===== src/rtl/pattern_fb_writer.sv =====
// rtl/pattern_fb_writer.sv - framebuffer pattern writer with restart, latched mode/seed and back-pressure
//
// Fills an H_VISIBLE x V_VISIBLE row-major framebuffer with an index pattern
// selected by mode and offset by seed (both latched at frame start).  One pixel
// is issued per cycle in which wr_ready is high; addresses ascend 0..H*V-1.
//
// Ports:
//   clk          pixel clock
//   resetn       asynchronous active-low reset
//   start        request a new frame (honoured in IDLE or DONE only)
//   mode[2:0]    pattern select, latched at frame start
//   seed         pattern offset, latched at frame start
//   wr_ready     framebuffer accepts a write this cycle
//   we           registered write strobe
//   waddr        registered write address
//   wdata        registered write data (pixel index)
//   busy         high while writing a frame
//   frame_done   high from frame completion until the next accepted start
//   frame_count  completed frame counter (only with FBW_FRAME_COUNT_EN defined)
//
// Build option: define FBW_FRAME_COUNT_EN to add the frame_count port and counter.

`timescale 1ns/1ps

module pattern_fb_writer #(
   parameter int H_VISIBLE  = 320,
   parameter int V_VISIBLE  = 240,
   parameter int DATA_WIDTH = 8,
   parameter int ADDR_WIDTH = 17,
   parameter int AUTO_START = 1,
   parameter int CHK_BIT    = 3
) (
   input  logic                  clk,
   input  logic                  resetn,
   input  logic                  start,
   input  logic [2:0]            mode,
   input  logic [DATA_WIDTH-1:0] seed,
   input  logic                  wr_ready,
   output logic                  we,
   output logic [ADDR_WIDTH-1:0] waddr,
   output logic [DATA_WIDTH-1:0] wdata,
   output logic                  busy,
   output logic                  frame_done
`ifdef FBW_FRAME_COUNT_EN
   ,
   output logic [15:0]           frame_count
`endif
);

   localparam int XW = (H_VISIBLE > 1) ? $clog2(H_VISIBLE) : 1;
   localparam int YW = (V_VISIBLE > 1) ? $clog2(V_VISIBLE) : 1;

   // Fixed-point scale factors mapping the coordinate range onto 0..2^DATA_WIDTH-1
   localparam logic [31:0] SX = 32'(((1 << DATA_WIDTH) * 4096) / H_VISIBLE);
   localparam logic [31:0] SY = 32'(((1 << DATA_WIDTH) * 4096) / V_VISIBLE);

   typedef enum logic [1:0] {
      S_IDLE = 2'd0,
      S_WR   = 2'd1,
      S_DONE = 2'd2
   } state_t;

   state_t                  state;
   state_t                  state_n;
   logic                    first_q;
   logic [XW-1:0]           x;
   logic [YW-1:0]           y;
   logic [ADDR_WIDTH-1:0]   addr;
   logic [2:0]              mode_q;
   logic [DATA_WIDTH-1:0]   seed_q;
   logic                    load;
   logic                    issue;
   logic                    last_pix;
   logic                    last_col;
   logic [DATA_WIDTH-1:0]   sx;
   logic [DATA_WIDTH-1:0]   sy;
   logic [DATA_WIDTH-1:0]   pix;

   assign last_col = (x == XW'(H_VISIBLE - 1));
   assign last_pix = last_col && (y == YW'(V_VISIBLE - 1));

   // Scaled coordinates; the product never exceeds 2^(DATA_WIDTH+12)
   assign sx = DATA_WIDTH'((32'(x) * SX) >> 12);
   assign sy = DATA_WIDTH'((32'(y) * SY) >> 12);

   always_comb begin
      pix = seed_q;
      case (mode_q)
         3'd0:    pix = sx + sy + seed_q;
         3'd1:    pix = (sx ^ sy) + seed_q;
         3'd2:    pix = sx + seed_q;
         3'd3:    pix = sy + seed_q;
         3'd4:    pix = (x[CHK_BIT] ^ y[CHK_BIT]) ? seed_q : ~seed_q;
         default: pix = seed_q;
      endcase
   end

   // Next-state and control decode
   always_comb begin
      state_n = state;
      load    = 1'b0;
      issue   = 1'b0;
      case (state)
         S_IDLE: begin
            // first_q is only high on the first clock after reset release
            if (start || ((AUTO_START != 0) && first_q)) begin
               load    = 1'b1;
               state_n = S_WR;
            end
         end
         S_WR: begin
            // start is deliberately not sampled here: requests during a frame are dropped
            if (wr_ready) begin
               issue = 1'b1;
               if (last_pix) begin
                  state_n = S_DONE;
               end
            end
         end
         S_DONE: begin
            if (start) begin
               load    = 1'b1;
               state_n = S_WR;
            end
         end
         default: state_n = S_IDLE;
      endcase
   end

   always_ff @(posedge clk or negedge resetn) begin
      if (!resetn) begin
         state   <= S_IDLE;
         first_q <= 1'b1;
      end else begin
         state   <= state_n;
         first_q <= 1'b0;
      end
   end

   always_ff @(posedge clk or negedge resetn) begin
      if (!resetn) begin
         x          <= '0;
         y          <= '0;
         addr       <= '0;
         mode_q     <= '0;
         seed_q     <= '0;
         we         <= 1'b0;
         waddr      <= '0;
         wdata      <= '0;
         busy       <= 1'b0;
         frame_done <= 1'b0;
      end else begin
         we <= 1'b0;
         if (load) begin
            x          <= '0;
            y          <= '0;
            addr       <= '0;
            mode_q     <= mode;
            seed_q     <= seed;
            frame_done <= 1'b0;
            busy       <= 1'b1;
         end
         if (issue) begin
            we    <= 1'b1;
            waddr <= addr;
            wdata <= pix;
            addr  <= addr + ADDR_WIDTH'(1);
            if (last_col) begin
               x <= '0;
               y <= y + YW'(1);
            end else begin
               x <= x + XW'(1);
            end
            if (last_pix) begin
               frame_done <= 1'b1;
               busy       <= 1'b0;
            end
         end
      end
   end

`ifdef FBW_FRAME_COUNT_EN
   always_ff @(posedge clk or negedge resetn) begin
      if (!resetn) begin
         frame_count <= 16'd0;
      end else if (issue && last_pix) begin
         frame_count <= frame_count + 16'd1;
      end
   end
`endif

endmodule


===== config.mk =====
export PLATFORM = sky130hd
export DESIGN_NAME = pattern_fb_writer
export DESIGN_NICKNAME = d
export VERILOG_FILES = /design/src/rtl/pattern_fb_writer.sv
export SDC_FILE = /design/constraint.sdc
export NUM_CORES = 1
export LEC_CHECK = 0
export CAP_MARGIN = 20
export CORE_MARGIN = 5
export CORE_UTILIZATION = 35
export DETAILED_ROUTE_END_ITERATION = 12
export PLACE_DENSITY_LB_ADDON = 0.25
export REMOVE_ABC_BUFFERS = 1
export SYNTH_ARGS = -nofsm -noshare
export SYNTH_HDL_FRONTEND = slang
export SYNTH_SLANG_ARGS = --single-unit

===== constraint.sdc =====
create_clock -name clk -period 14.9 [get_ports clk]
set_clock_uncertainty 0.1 [all_clocks]
set_input_delay 4.47 -clock clk [delete_from_list [all_inputs] [get_ports clk]]
set_output_delay 4.47 -clock clk [all_outputs]
set_load 0.02 [all_outputs]

* Word-level counts from Yosys, hierarchy flattened
Cells that the tools add are included.
** Storage, ports and cells
- Flip-flop bits (word level) :: 76
- Output and inout port bits :: 28
- Logic and storage cells :: 70
** Operators by class
- Add/subtract/negate cells :: 8
- $mul :: 2
- Eq/ne operators :: 12
- Multiplexer cells :: 27
- Bitwise logic cells :: 3
- Reduce and logical (&&, ||, !) cells :: 6
** Operator list (count)
- adder 8 bit :: 5
- one-hot mux 8 bit (5 select lines) :: 1
- two-way mux 17 bit :: 2
- two-way mux 8 bit :: 4
- two-way mux 9 bit :: 3
- multiplier 8 x 13 -> 20 bit (second input constant) :: 1
- multiplier 9 x 10 -> 18 bit (second input constant) :: 1
- adder 17 x 1 -> 17 bit (second input constant) :: 1
- two-way mux 1 bit :: 11
- adder 9 x 1 -> 9 bit (second input constant) :: 1
- == test 9 bit (second input constant) :: 1
- adder 8 x 1 -> 8 bit (second input constant) :: 1
- == test 8 bit (second input constant) :: 1
- two-way mux 2 bit :: 4
- inequality test 2 bit (second input constant) :: 4
- NOT 8 bit :: 1
- bitwise XOR 8 bit :: 1
- == test 3 x 2 -> 1 bit (second input constant) :: 2
- one-hot mux 2 bit (3 select lines) :: 1
- AND reduction 4 bit :: 1
- == test 3 x 1 -> 1 bit (second input constant) :: 1
- == test 3 bit (second input constant) :: 1
- zero test 3 bit :: 1
- == test 2 x 1 -> 1 bit (second input constant) :: 1
- 7 further kinds :: 7

* Logic depth before layout (Yosys ltp)
Gate-level depths: netlist of the first run.
- Depth after elaboration :: 6
- Depth in mapped cells :: 30

* Worst setup path before layout of the first run
No wires, ideal clock.
- Kind :: register to register
- From :: register x[7]
- To :: register wdata[7]
- Library setup time :: 0.103 ns
- Arrival time :: 5.826 ns
- Slack :: 8.871 ns
- Cell stages (with the launch flop) :: 25
- Buffers on the path :: 0
- Cell sequence :: dfrtp_1 > inv_1 > ha_1 > fa_1 > fa_1 > inv_1 > fa_1 > ha_1 > a21o_1 > a21o_1 > a21o_1 > o21a_1 > or2_2 > fa_1 > inv_1 > fa_1 > a21o_1 > a21oi_1 > o21bai_1 > a21oi_1 > xnor2_1 > xnor2_1 > xnor2_1 > nor2_1 > o41ai_2
** Between the ends
- Word-level cells in the longest chain between the ends :: 4
** RTL lines
- start: declaration :: line 66 : logic [XW-1:0] x;
- start signal: assignment :: line 172 : x <= x + XW'(1);
- multiplier 9 x 10 -> 18 bit * :: line 83 : assign sx = DATA_WIDTH'((32'(x) * SX) >> 12);
- adder 8 bit / bitwise XOR 8 bit (equally long branches) :: line 89, 90
- adder 8 bit, on equally long branches :: line 89, 90
- one-hot mux 8 bit (5 select lines) * :: line 88 : case (mode_q)
- end signal: assignment :: line 166 : wdata <= pix;
- end: declaration :: line 41 : output logic [DATA_WIDTH-1:0] wdata,
Every way passes the cells marked *; elsewhere a longest branch is shown, timed or not.
A chain may end at the register's enable or synchronous reset.

* Worst setup path after layout of the first run
- From :: register x[1]
- To :: register wdata[7]
Same word-level chain as after synthesis.

==> results of run 1 <==
## worst max-delay path by stage
stage,startpoint,endpoint,slack [ps],cells after the start
2_1_floorplan,wr_ready,x[3],7800,5
3_3_place_gp,start,x[3],8040,6
3_5_place_dp,start,x[5],8000,6
4_1_cts,x[1],wdata[7],8290,29
5_1_grt,x[1],wdata[7],7890,29
6_report,x[1],wdata[7],8260,29
## cell usage in the layout (no fill, tap or decap), drive strengths merged, types with 6 or more instances in the layout
cell type and instances:
clkbuf 9, nand3 25, xor2 12, nand2 121, ha 69, o31ai 7, a211oi 7, xnor2 23
fa 25, dfrtp 75, or2 6, a21oi 30, o21ai 66, nand2b 7, mux2i 8, nor2b 6
nand4 6, inv 76, nor2 44, and3 8, nor3 7, a21o 11, clkdlybuf4s50 41
## flip-flops by register name (all words and copies together), names as in the netlist
register	count
mode_q	3
frame_done	1
wdata	8
we	1
first_q	1
waddr	17
y	8
x	9
addr	17
seed_q	8
state	2
busy	1
## cell type report
type,count,area (µm²)
tap,225,282
sequential,76,1900
clock inverter,7,80.1
fill,1690,10100
clock buffer,9,225
multi-input combinational,528,3760
inverter,73,274
timing repair buffer,45,460
## critical path, delay by kind of cell, from the launching register on
kind | cells | cell delay, ps
XOR/XNOR | 4 | 800
buffers and inverters | 6 | 390
adder cells (fa/ha/maj) | 8 | 2990
AO/OA/AOI/OAI | 6 | 1070
flip-flops | 1 | 440
AND/OR/NAND/NOR | 5 | 730
## layer usage
layer	vias to the layer above	GRT usage (%)	wire [µm]
met5	-	0	0
met4	0	3.47	182
met3	16	2.51	517
met2	70	24.0	6480
met1	2277	19.6	6510
li1	2437	-	-
## Yosys cell counts, drive strengths merged (2+ instances only)
library cell  number
nand2            121
dfrtp             75
inv               72
ha                69
o21ai             66
nor2              44
a21oi             30
fa                25
nand3             25
xnor2             23
clkbuf            17
xor2              12
a21o              11
and3               8
mux2i              8
a211oi             7
nand2b             7
nor3               7
o31ai              7
nand4              6
nor2b              6
or2                6
a31oi              4
o21a               4
o21bai             4
o41ai              3
and4               2
nand3b             2
nor4               2
o211a              2
o211ai             2
## logic make-up (layout without fill, tap and decap cells)
| logic type | count (synthesis) | after routing | share of synthesized area [%] |
|---|---|---|---|
| flip-flops | 76 | 76 | 31.7 |
| other | 1 | 1 | 0.0624 |
| adder cells (fa/ha/maj) | 94 | 94 | 22.7 |
| multiplexers | 9 | 9 | 1.52 |
| AO/OA/AOI/OAI | 149 | 149 | 15.4 |
| XOR/XNOR | 35 | 35 | 5.10 |
| buffers and inverters | 91 | 134 | 5.69 |
| AND/OR/NAND/NOR | 240 | 240 | 17.9 |
## power by group through the flow
stage	clock, mW	combinational (mW)	sequential [mW]
after floorplan	0	0.277	0.290
after global placement	0	0.392	0.282
after detailed placement	0	0.404	0.283
after CTS	0.235	0.408	0.279
after global routing	0.242	0.470	0.285
final	0.227	0.404	0.279
## through the flow
step / hold WS, ps / instance area, µm² / cells
floorplan: 351 / 5940 / 677
detailed placement: 361 / 6660 / 946
global placement: 362 / 6660 / 946
finish: 371 / 6990 / 963
global route: 402 / 6990 / 963
CTS: 377 / 6960 / 962
==> qor.log, run 1 <==
qor: timing.grt_setup_unrepaired false
qor: global_route.grt_max_degree 77
qor: timing.period_minus_slack 6640 ps
qor: route.post_drt_wl_per_cell 14.2 µm
qor: floorplan.placeableCoreArea 17100 µm²
qor: layout.number_of_nets_in_the_final_layout 842
qor: critical_path.crit_path_category flop to flop
qor: run.maxcap_violations 0
qor: placed_design.numPortBuffers 42
qor: placed_design.hpwl 10200 µm
qor: timing.worst_slew_pin_slew 1110 ps
qor: route.dr.first_iter.drc_count 294
qor: synthesis.synthesis.area_per_instance 8.64 µm²
qor: min_path.timing.hold.worst_endpoint waddr[14]
qor: layout.postLayoutCoreUtil 41.0%
qor: min_path.hold_path_depth 2
qor: critical_path.crit_path_end_kind flop
qor: synthesis.ys_top_cells_by_area sky130_fd_sc_hd__dfrtp_1 31%, sky130_fd_sc_hd__ha_1 14%, sky130_fd_sc_hd__fa_1 8.3%, sky130_fd_sc_hd__nand2_1 7.6%, sky130_fd_sc_hd__o21ai_0 5.4%
qor: synthesis.yosysTopAreaCellShare 31.2%
qor: route.drc 0
qor: synthesis.number_of_flops_mapped_to_enable_cells_by_yosys 0
qor: global_route.track_usage 14.4%
qor: synthesis.syn_inst 695
qor: floorplan.die_width 141 µm
qor: floorplan.die_area 19900 µm²
qor: pwr.power.share.clock 24.9%
qor: status.outcome finished, final reports clean
qor: layout.layout-area-overhead-vs-synth 16.4%
qor: pwr.seqPwrFrac 30.7%
qor: synthesis.post_synth_num_cell_types 54
qor: global_route.grt_pass1_wl 23600 µm
qor: critical_path.path_max_fanout 5
qor: synthesis.synth.yosys.seq_area_share 31.7%
qor: critical_path.critical-path-max-stage-delay 520 ps
qor: critical_path.crit_path_frequent_cell sky130_fd_sc_hd__inv_1
qor: synthesis.synth_largest_area_cell sky130_fd_sc_hd__dfrtp_1
qor: route.route.antenna.remaining_nets 0
qor: floorplan.die_height 141 µm
qor: cts.cts-root-buf sky130_fd_sc_hd__clkbuf_16
qor: critical_path.worst_r2r_endpoint wdata[7]
qor: critical_path.worst-endpoint-required 15040 ps
qor: pwr.total_internal_power 0.548 mW
qor: timing.layout_worst_path_cycle_share 44.5%
qor: critical_path.flop2flop_setup_slack 8260 ps
qor: route.router_iterations_before_antenna_repair 4
qor: synthesis.postSynth.asyncResetShare 100%
qor: cts.clk-insertion-delay-late 340 ps
qor: floorplan.io_pins 43
qor: cts.clock_tree.buffer_depth 2
qor: placed_design.placer_congestion_estimate 0.830
qor: synthesis.synth.cell_area 6010 µm²
qor: cts.path_clk_slew 70 ps
qor: cts.buffers_inserted_by_post_cts_timing_repair 0
qor: route.via_count_of_the_routed_design 4800
qor: floorplan.initial_utilization 35.2%
qor: cts.cts_tree built
qor: floorplan.floorplan_row_count 48
qor: route.mean_number_of_vias_per_cell 4.98
qor: pwr.cellPowerDensity 130 nW/µm²
qor: synthesis.yosys_most_used_dff sky130_fd_sc_hd__dfrtp_1
qor: pwr.ir_worst_vdd 0.0000782 V
qor: cts.cts.hold.buffers_added 0
qor: timing.final.setup.worst_slack 8260 ps
qor: placed_design.worst_slack_at_placement 8000 ps
qor: cts.htree_levels 3
qor: pwr.switching_share_of_total_power 39.8%
qor: pwr.total_leakage_power 3.53 nW
qor: cts.cts_made_buffers 9
qor: synthesis.yosysWarningCount 0
qor: critical_path.r2r-start x[1]
qor: timing.max-slew-margin-rel 25.6%
qor: route.postRouteWirelength 13700 µm
qor: min_path.holdCritPathClass flop to flop
qor: pwr.switching_power 0.362 mW
qor: global_route.via_count_of_the_first_global_routing_pass 4878
qor: cts.cts.repair.resized 0
qor: global_route.grt.overflow.total 0
qor: timing.setup-tns-final 0 ps
qor: pwr.post-layout-total-power 0.910 mW
qor: pwr.comb_power_share 44.4%
qor: critical_path.r2r_cells 29
qor: timing.max_freq 151 MHz
qor: critical_path.timing.critical_path.arrival 6780 ps
qor: global_route.initial_antenna_violation_count 0
qor: synthesis.yosys_register_bits 76
qor: critical_path.crit_path_start_kind flop
qor: layout.final_layout_size_suffix_gt1_share 5.01%
qor: timing.final_hold_viol_count 0
qor: min_path.min_from waddr[14]
qor: cts.cts.sinks 76
qor: timing.finalSetupViolations 0
qor: timing.final_max_slew_violation_count 0
qor: layout.antenna_cells_inserted 0
qor: critical_path.max_stage_delay_cell_worst_path sky130_fd_sc_hd__fa_1
No activity file was read; power rests on OpenSTA's default activity.
==> inputs of run 2 (changes only) <==
- clock period: 14.9 -> 6.4 ns (I/O delays scaled with it)
==> run 2 against run 1 <==
Effect of this change: critical path depth is 6 lower; flip-flop and latch count stayed put; non-clock buffer count is 17 higher; first-iteration DRC count is 1.0% lower; die area stayed put; clock-buffer cell count stayed put; worst hold slack better by 2.3 ps; total power is 150% higher; cell area is 4.4% higher; sequential power is 130% higher; sequential share of layout area is 1.1 points lower; critical path type unchanged.
==> qor.log, run 2 (same netlist as run 1, synthesis figures left out) <==
qor: layout.antenna_cells_inserted 0
qor: run.maxcap_violations 0
qor: timing.finalSetupViolations 0
qor: pwr.total_internal_power 1.35 mW
qor: placed_design.worst_slack_at_placement 31.1 ps
qor: route.postRouteWirelength 14100 µm
qor: timing.hold_slack 374 ps
qor: cts.clock_tree.buffer_depth 2
qor: placed_design.numPortBuffers 42
qor: cts.cts-root-buf sky130_fd_sc_hd__clkbuf_16
qor: cts.path_clk_slew 70 ps
qor: cts.clk-insertion-delay-late 350 ps
qor: timing.period_minus_slack 6140 ps
qor: critical_path.max_stage_delay_cell_worst_path sky130_fd_sc_hd__fa_1
qor: timing.final_max_slew_violation_count 0
qor: timing.max-slew-margin-rel 38.1%
qor: floorplan.die_height 141 µm
qor: timing.final.setup.worst_slack 264 ps
qor: placed_design.placer_congestion_estimate 0.861
qor: placed_design.place_area 6680 µm²
qor: pwr.ir_worst_vdd 0.000142 V
qor: layout.layout-area-overhead-vs-synth 21.5%
qor: layout.final_layout_size_suffix_gt1_share 10.6%
qor: route.post_drt_wl_per_cell 14.3 µm
qor: global_route.grt_pass1_wl 23700 µm
qor: placed_design.hpwl 10300 µm
qor: pwr.switching_share_of_total_power 39.6%
qor: layout.stdcell_count 980
qor: timing.max_freq 163 MHz
qor: timing.layout_worst_path_cycle_share 95.9%
qor: pwr.cellPowerDensity 307 nW/µm²
qor: floorplan.placeableCoreArea 17100 µm²
qor: critical_path.crit_path_start_kind flop
qor: layout.number_of_nets_in_the_final_layout 859
qor: layout.layout.cells.most_common sky130_fd_sc_hd__nand2_1
qor: route.mean_number_of_vias_per_cell 5.00
qor: critical_path.path_max_fanout 4
qor: global_route.track_usage 14.5%
qor: global_route.initial_antenna_violation_count 0
qor: cts.cts_tree built
qor: route.drc 0
qor: layout.post-route-cell-area 7300 µm²
qor: floorplan.die_area 19900 µm²
qor: floorplan.io_pins 43
qor: critical_path.timing.critical_path.arrival 6290 ps
qor: global_route.grt_max_degree 77
qor: floorplan.floorplan_row_count 48
qor: route.router_iterations_before_antenna_repair 4
qor: cts.htree_levels 3
qor: layout.most-common-layout-cells 121 x sky130_fd_sc_hd__nand2_1, 74 x sky130_fd_sc_hd__dfrtp_1, 68 x sky130_fd_sc_hd__inv_1
qor: floorplan.die_width 141 µm
qor: critical_path.crit_path_end_kind flop
qor: pwr.seqPwrFrac 28.8%
qor: critical_path.critical-path-max-stage-delay 610 ps
qor: pwr.total_leakage_power 3.62 nW
qor: status.outcome finished, final reports clean
qor: cts.cts_made_buffers 9
qor: pwr.switching_power 0.887 mW
qor: layout.postLayoutCoreUtil 42.8%
qor: min_path.holdCritPathClass flop to flop
qor: floorplan.initial_utilization 35.2%
qor: pwr.post-layout-total-power 2.24 mW
qor: route.route.antenna.remaining_nets 0
qor: pwr.comb_power_share 47.1%
qor: timing.final_hold_viol_count 0
qor: critical_path.crit_path_category flop to flop
qor: route.via_count_of_the_routed_design 4898
qor: layout.largest_registers addr (17), waddr (17), x (9)
qor: critical_path.worst_path_cell_chain inv_2, ha_4, inv_1, fa_1, fa_1, fa_1, ha_4, a21o_1, a21o_1, o21a_2, or2_4, fa_1, inv_1, fa_2, a21o_1, a21oi_2, o21bai_1, a21oi_1, xnor2_1, xnor2_1, xnor2_1, nor2_1, o41ai_2
qor: timing.setup-tns-final 0 ps
qor: timing.worst_slew_pin_slew 925 ps
qor: placed_design.post-place-cells 949
qor: critical_path.crit_path_frequent_cell sky130_fd_sc_hd__fa_1
qor: global_route.via_count_of_the_first_global_routing_pass 4855
qor: pwr.power.share.clock 24.1%
qor: cts.cts.sinks 76
qor: global_route.grt.overflow.total 0
qor: route.dr.first_iter.drc_count 291
qor: critical_path.worst-endpoint-required 6550 ps
qor: cts.cts.hold.buffers_added 0
[run 2: repair_timing]
action,in CTS,in global routing
setup buffers,0,14
hold endpoints to repair,0,0
gates resized for setup,0,32
setup endpoints to repair,0,3
[run 2: power by group through the flow]
stage | sequential [mW] | combinational (mW) | clock [mW]
after floorplan | 0.676 | 0.644 | 0
after global placement | 0.651 | 0.910 | 0
after detailed placement | 0.656 | 0.935 | 0
after CTS | 0.646 | 0.943 | 0.555
after global routing | 0.662 | 1.20 | 0.573
final | 0.646 | 1.06 | 0.539
[run 2: per-layer routing]
metal | vias to the layer above | global-route usage (%) | part of all wire (%)
li1 | 2462 | - | -
met1 | 2353 | 19.5 | 47
met2 | 67 | 23.8 | 48
met3 | 16 | 2.65 | 2.8
met4 | 0 | 4.49 | 1.7
met5 | - | 0 | 0
[run 2: path summary, 6_finish.rpt]
check | end | slack (ps) | depth (start not counted) | startpoint
worst max-delay path | wdata[7] | 260 | 23 | x[1]
worst max register to register | wdata[7] | 260 | 23 | x[1]
min in group asynchronous | waddr[15] | 1360 | 1 | resetn
worst min-delay path | wdata[4] | 370 | 2 | wdata[4]
worst min register to register | wdata[4] | 370 | 2 | wdata[4]
max in group asynchronous | first_q | 4220 | 2 | resetn
[run 2: area by class of cell]
cell class	instances	area (µm²)
clock inverter	7	82.6
fill	1685	9760
tap	225	282
sequential	76	1900
clock buffer	9	225
timing repair buffer	62	588
multi-input combinational	528	3940
inverter	73	274
[run 2: worst max-delay path: cells and delay by family, from the launching register on]
family | cells | cell delay (ps)
fa+ha+maj | 7 | 3080
compound gates | 8 | 1460
xor+xnor | 3 | 450
flops | 1 | 420
simple gates | 2 | 350
buf+inv | 3 | 180
